`config.mk`:
```
export PLATFORM = sky130hd
export DESIGN_NAME = touch_sample_filter
export DESIGN_NICKNAME = d
export VERILOG_FILES = /design/src/rtl/touch_sample_filter.sv
export SDC_FILE = /design/constraint.sdc
export NUM_CORES = 1
export LEC_CHECK = 0
export CORE_ASPECT_RATIO = 1.1
export CORE_MARGIN = 5
export CORE_UTILIZATION = 30
export DETAILED_ROUTE_END_ITERATION = 16
export PLACE_DENSITY = 0.48
export SLEW_MARGIN = 25
export SYNTH_ARGS = -nofsm -noshare
export SYNTH_HDL_FRONTEND = slang
export SYNTH_SLANG_ARGS = --single-unit
```
`constraint.sdc`:
```
create_clock -name clk -period 2.84 [get_ports clk]
set_input_delay 0.426 -clock clk [delete_from_list [all_inputs] [get_ports clk]]
set_output_delay 0.426 -clock clk [all_outputs]
set_load 0.005 [all_outputs]
```
`src/rtl/touch_sample_filter.sv`:
```
// Touch sample filter: drops post-pen-down settling samples, averages N_AVG-sample
// bursts, rejects noisy bursts and holds each coordinate until the painter consumes it.
// Optional write-rate limit: define TOUCH_SAMPLE_FILTER_HOLDOFF_EN.
module touch_sample_filter #(
  parameter int          N_AVG          = 4,
  parameter int          N_AVG_LOG2     = $clog2(N_AVG),
  parameter int          SETTLE_SAMPLES = 2,
  parameter logic [11:0] MAX_SPREAD     = 12'd64,
  parameter logic [15:0] HOLDOFF_CYCLES = 16'd50000
) (
  input  logic        clk,
  input  logic        reset,
  input  logic        en,
  input  logic        pen_down,
  input  logic        sample_valid,
  input  logic [11:0] x_raw,
  input  logic [11:0] y_raw,
  output logic        pos_ready,
  output logic [11:0] x_pos,
  output logic [11:0] y_pos,
  output logic        burst_rejected
);

  localparam int SUM_W    = 12 + N_AVG_LOG2;
  localparam int SETTLE_W = (SETTLE_SAMPLES < 2) ? 1 : $clog2(SETTLE_SAMPLES + 1);

`ifdef TOUCH_SAMPLE_FILTER_HOLDOFF_EN
  typedef enum logic [2:0] {S_IDLE, S_SETTLE, S_ACCUM, S_CHECK, S_REPORT, S_HOLDOFF} state_t;
  logic [15:0] holdoff_cnt;
`else
  typedef enum logic [2:0] {S_IDLE, S_SETTLE, S_ACCUM, S_CHECK, S_REPORT} state_t;
  wire unused_holdoff = |HOLDOFF_CYCLES;
`endif

  state_t state, state_next;

  logic [SETTLE_W-1:0]   settle_cnt;
  logic [N_AVG_LOG2-1:0] sample_cnt;
  logic [SUM_W-1:0]      sum_x, sum_y;
  logic [11:0]           min_x, max_x, min_y, max_y;
  logic [11:0]           spread_x, spread_y;

  logic clear_acc, take_settle, take_sample, accept, reject, consume;

  assign spread_x = max_x - min_x;
  assign spread_y = max_y - min_y;

  always_ff @(posedge clk) begin
    if (reset) state <= S_IDLE;
    else       state <= state_next;
  end

  always_comb begin
    // NOTE: every output of this block gets a default first so no latch is inferred.
    state_next  = state;
    clear_acc   = 1'b0;
    take_settle = 1'b0;
    take_sample = 1'b0;
    accept      = 1'b0;
    reject      = 1'b0;
    consume     = 1'b0;
    case (state)
      S_IDLE: begin
        clear_acc = 1'b1;
        if (pen_down) state_next = (SETTLE_SAMPLES == 0) ? S_ACCUM : S_SETTLE;
      end
      S_SETTLE: begin
        if (!pen_down) begin
          clear_acc  = 1'b1;
          state_next = S_IDLE;
        end else if (sample_valid) begin
          take_settle = 1'b1;
          if (settle_cnt == SETTLE_W'(SETTLE_SAMPLES - 1)) state_next = S_ACCUM;
        end
      end
      S_ACCUM: begin
        if (!pen_down) begin
          clear_acc  = 1'b1;
          state_next = S_IDLE;
        end else if (sample_valid) begin
          take_sample = 1'b1;
          if (sample_cnt == N_AVG_LOG2'(N_AVG - 1)) state_next = S_CHECK;
        end
      end
      S_CHECK: begin
        if (spread_x > MAX_SPREAD || spread_y > MAX_SPREAD) begin
          reject     = 1'b1;
          clear_acc  = 1'b1;
          state_next = S_ACCUM;
        end else begin
          accept     = 1'b1;
          state_next = S_REPORT;
        end
      end
      S_REPORT: begin
        if (en) begin
          consume   = 1'b1;
          clear_acc = 1'b1;
`ifdef TOUCH_SAMPLE_FILTER_HOLDOFF_EN
          state_next = S_HOLDOFF;
`else
          state_next = pen_down ? S_ACCUM : S_IDLE;
`endif
        end
      end
`ifdef TOUCH_SAMPLE_FILTER_HOLDOFF_EN
      S_HOLDOFF: begin
        if (!pen_down) begin
          clear_acc  = 1'b1;
          state_next = S_IDLE;
        end else if (holdoff_cnt == HOLDOFF_CYCLES - 16'd1) begin
          state_next = S_ACCUM;
        end
      end
`endif
      default: state_next = S_IDLE;
    endcase
  end

  // Datapath; the first sample of a burst (sample_cnt == 0) seeds min and max.
  always_ff @(posedge clk) begin
    if (reset) begin
      settle_cnt     <= '0;
      sample_cnt     <= '0;
      sum_x          <= '0;
      sum_y          <= '0;
      min_x          <= '0;
      max_x          <= '0;
      min_y          <= '0;
      max_y          <= '0;
      pos_ready      <= 1'b0;
      x_pos          <= '0;
      y_pos          <= '0;
      burst_rejected <= 1'b0;
`ifdef TOUCH_SAMPLE_FILTER_HOLDOFF_EN
      holdoff_cnt    <= '0;
`endif
    end else begin
      burst_rejected <= reject;
      if (clear_acc) begin
        settle_cnt <= '0;
        sample_cnt <= '0;
        sum_x      <= '0;
        sum_y      <= '0;
        min_x      <= '0;
        max_x      <= '0;
        min_y      <= '0;
        max_y      <= '0;
`ifdef TOUCH_SAMPLE_FILTER_HOLDOFF_EN
        holdoff_cnt <= '0;
`endif
      end else begin
        if (take_settle) settle_cnt <= settle_cnt + SETTLE_W'(1);
        if (take_sample) begin
          sample_cnt <= sample_cnt + N_AVG_LOG2'(1);
          sum_x      <= sum_x + SUM_W'(x_raw);
          sum_y      <= sum_y + SUM_W'(y_raw);
          if (sample_cnt == '0 || x_raw < min_x) min_x <= x_raw;
          if (sample_cnt == '0 || x_raw > max_x) max_x <= x_raw;
          if (sample_cnt == '0 || y_raw < min_y) min_y <= y_raw;
          if (sample_cnt == '0 || y_raw > max_y) max_y <= y_raw;
        end
`ifdef TOUCH_SAMPLE_FILTER_HOLDOFF_EN
        if (state == S_HOLDOFF) holdoff_cnt <= holdoff_cnt + 16'd1;
`endif
      end
      if (accept) begin
        pos_ready <= 1'b1;
        x_pos     <= sum_x[N_AVG_LOG2 +: 12];
        y_pos     <= sum_y[N_AVG_LOG2 +: 12];
      end else if (consume) begin
        pos_ready <= 1'b0;
      end
    end
  end

endmodule

```
==> results.sh <==
export IMPL_status="finished, violations left"
export IMPL_violations="setup timing"
export IMPL_finalHoldViolCount=0
export IMPL_critPathSlowestCell="a2111oi_4"
export IMPL_place_congestion=0.799
export IMPL_rows=63
export IMPL_grt_start_max_net_pins=43
export IMPL_clock_latency_ps=360
export IMPL_skew_ps=10.6
export IMPL_synth_seq_cells=109
export IMPL_clk_path_buf_depth=2
export IMPL_finalCritPeriodShare=1.08
export IMPL_start_util=0.302
export IMPL_syn_area_per_cell_um2=9.10
export IMPL_overflow=0
export IMPL_worstSetupStartpointType="flip-flop"
export IMPL_yosysSeqAreaShare=0.270
export IMPL_drc=0
export IMPL_place_area_mm2=0.00986
export IMPL_crit_arrival_ps=3350
export IMPL_fin_nets=1158
export IMPL_pre_cts_ws_ps=-280
export IMPL_synthDistinctLibCells=65
export IMPL_io_buffers=54
export IMPL_clk_pin_slew_ps=80
export IMPL_die_w_um=167
export IMPL_place_inst=1368
export IMPL_max_freq_ghz=0.327
export IMPL_vias=6803
export IMPL_cts_hold_buf=0
export IMPL_cellPowerDensity_mw_per_mm2=334
export IMPL_area_growth_pct=29.1
export IMPL_viasPerCell=4.89
export IMPL_synth_xor_area_frac=0.0357
export IMPL_wire_per_inst_um=15.5
export IMPL_yosysWarnings=0
export IMPL_synth_edff_count=0
export IMPL_max_cap_violations=0
export IMPL_ant_nets=0
export IMPL_crit_fanout=9
export IMPL_die_area_mm2=0.0304
export IMPL_postRouteWirelength_mm=21.6
export IMPL_muxShareOfSynthArea=0.0754
export IMPL_final_cells=1392
export IMPL_antenna_found_initial=0
export IMPL_syn_num_nets=1017
export IMPL_synth_compound_area_share=0.192
export IMPL_synth_top_family_by_area="simple AND/OR/NAND/NOR gates"
export IMPL_cp_slowest_stage_delay_ps=420
export IMPL_drt_iter0_drc=297
export IMPL_cts_sinks=109
export IMPL_slew_headroom=0.575
export IMPL_grt_use_total=0.142
export IMPL_root_buffer="clkbuf_16"
export IMPL_critical_path_buf_inv_count=3
export IMPL_syn_instance_count=889
export IMPL_finalSetupViolCount=106
export IMPL_pin_count=55
export IMPL_r2r_slack_ps=-220
export IMPL_rsz0062_at_grt="yes"
export IMPL_layout_setup_ws_ps=-221
export IMPL_final_area_mm2=0.0104
export IMPL_worstPathCellList="inv_2 > ha_4 > fa_2 > nor2b_2 > o211ai_2 > nand4b_1 > a221o_1 > a2111oi_4 > nand4_4 > o32a_4 > buf_12 > clkbuf_16 > nor3_2"
export IMPL_synth_simple_area_share=0.208
export IMPL_cts_tree="done"
export IMPL_async_flop_share=0
export IMPL_path_delay_family="compound AO/OA/AOI/OAI gates"
export IMPL_worst_slew_pin_slew_ps=637
export IMPL_syn_cell_area_mm2=0.00809
export IMPL_drive_gt1_frac=0.264
export IMPL_p_leak_nw=4.02
export IMPL_synth_fa_ha_area_frac=0.157
export IMPL_end_kind="flip-flop"
export IMPL_core_area_mm2=0.0268
export IMPL_cts_htree_levels=3
export IMPL_grt_pass1_vias=6766
export IMPL_worstHoldPathType="flip-flop to flip-flop"
export IMPL_fin_crit_ps=3060
export IMPL_drv_slew=0
export IMPL_required_ps=3120
export IMPL_dp_hpwl_mm=16.4
export IMPL_peakVddDrop_v=0.000368
export IMPL_cts_buffers=9
export IMPL_synth_flop_cell="dfxtp_1"
export IMPL_diodes=0
export IMPL_drt_pass1_iterations=4
export IMPL_path_class="flip-flop to flip-flop"
export IMPL_dieHeight_um=182
export IMPL_grt_pass1_wl_mm=35.6
-- where the power goes --
| group | switching [mW] | leakage (nW) | internal, mW | total [mW] |
|---|---|---|---|---|
| Clock | 0.614 | 0.130 | 0.623 | 1.24 |
| Sequential | 0.0110 | 0.881 | 1.53 | 1.54 |
| Combinational | 0.409 | 3.00 | 0.297 | 0.706 |
-- cells in the final DEF, fill, tap and decap left out, types with 12 or more instances in the layout --
cell             instances
nor3_2                  74
o31ai_1                 19
o21ai_0                 28
inv_1                   66
xnor2_1                 19
nand4_1                 30
nor3_1                  19
buf_4                  112
mux2i_1                 61
dfxtp_1                103
nand2_1                 16
a21o_1                  18
nor2b_1                 12
clkdlybuf4s50_1         53
ha_1                    89
xor2_1                  14
a21oi_1                 69
nor2_1                  41
-- sequential cells by signal, indices dropped and copies added, names as in the netlist --
register / count
burst_rejected: 1
max_x: 12
max_y: 12
min_x: 12
min_y: 12
pos_ready: 1
sample_cnt: 2
settle_cnt: 2
state: 3
sum_x: 14
sum_y: 14
x_pos: 12
y_pos: 12
-- cell usage after synthesis (11+ instances only) --
master / count / area share
nor2b_1: 14 / 0.011
a21oi_1: 71 / 0.044
nor3_2: 75 / 0.093
nor2_1: 41 / 0.019
clkbuf_1: 35 / 0.016
ha_1: 95 / 0.15
o31ai_1: 29 / 0.027
nand4_1: 30 / 0.023
a31oi_1: 11 / 0.0085
inv_1: 68 / 0.032
nand2_1: 16 / 0.0074
dfxtp_1: 109 / 0.27
nand2b_1: 11 / 0.0085
xor2_1: 14 / 0.015
o21ai_0: 29 / 0.018
xnor2_1: 19 / 0.021
mux2i_1: 61 / 0.075
a21o_1: 18 / 0.017
nor3_1: 19 / 0.012
-- repair_timing --
| item | in CTS | in global routing |
|---|---|---|
| buffers inserted | 3 | 3 |
| setup endpoints to repair | 104 | 108 |
| gates cloned | 1 | 2 |
| pin swaps | 5 | 10 |
| gates resized for setup | 25 | 15 |
-- area by class of cell --
cell class                 instances  area [um2]
inverter                          68         255
tap                              357         447
sequential                       109        2190
clock inverter                     3        21.3
timing repair buffer             178        1650
fill                            2756       16400
multi-input combinational        664        5620
clock buffer                      13         250
-- stage by stage --
step	util	TNS [ps]	hold slack [ps]	power (mW)
3_3_place_gp	0.368	-22190	458	2.21
3_5_place_dp	0.368	-17650	461	2.21
6_report	0.390	-13180	474	3.49
4_1_cts	0.384	-15100	478	3.49
5_1_grt	0.390	-29350	496	3.65
2_1_floorplan	-	-121	460	1.97
-- final timing paths --
kind                            startpoint        to  cells after the start
worst max-delay path              max_x[0]  min_x[5]                     13
worst min register to register    y_pos[3]  y_pos[3]                      2
worst max register to register    max_x[0]  min_x[5]                     13
worst min-delay path              y_pos[3]  y_pos[3]                      2
-- routing by layer --
layer  track usage  part of all wire  up-vias
met5             0                 0        -
met4        0.0308            0.0098        0
met3        0.0214             0.025       12
met2         0.228              0.45       93
met1         0.202              0.52     3141
li1              -                 -     3557
-- cells by family after synthesis --
family | after synthesis
and+or+nand+nor | 246
AOI/OAI and AO/OA | 225
buffers and inverters | 116
DFF | 109
adders and majority gates | 99
muxes | 61
xor gates and xnor gates | 33
-- worst reg2reg max path: stages, from the launching register on --
cell       delay, ps
dfxtp_2          330
inv_2             50
ha_4             130
fa_2             210
nor2b_2           50
o211ai_2         170
nand4b_1         190
a221o_1          400
a2111oi_4        420
nand4_4          160
o32a_4           400
buf_12           160
clkbuf_16        160
nor3_2           140
(Power assumes the default switching activity.)
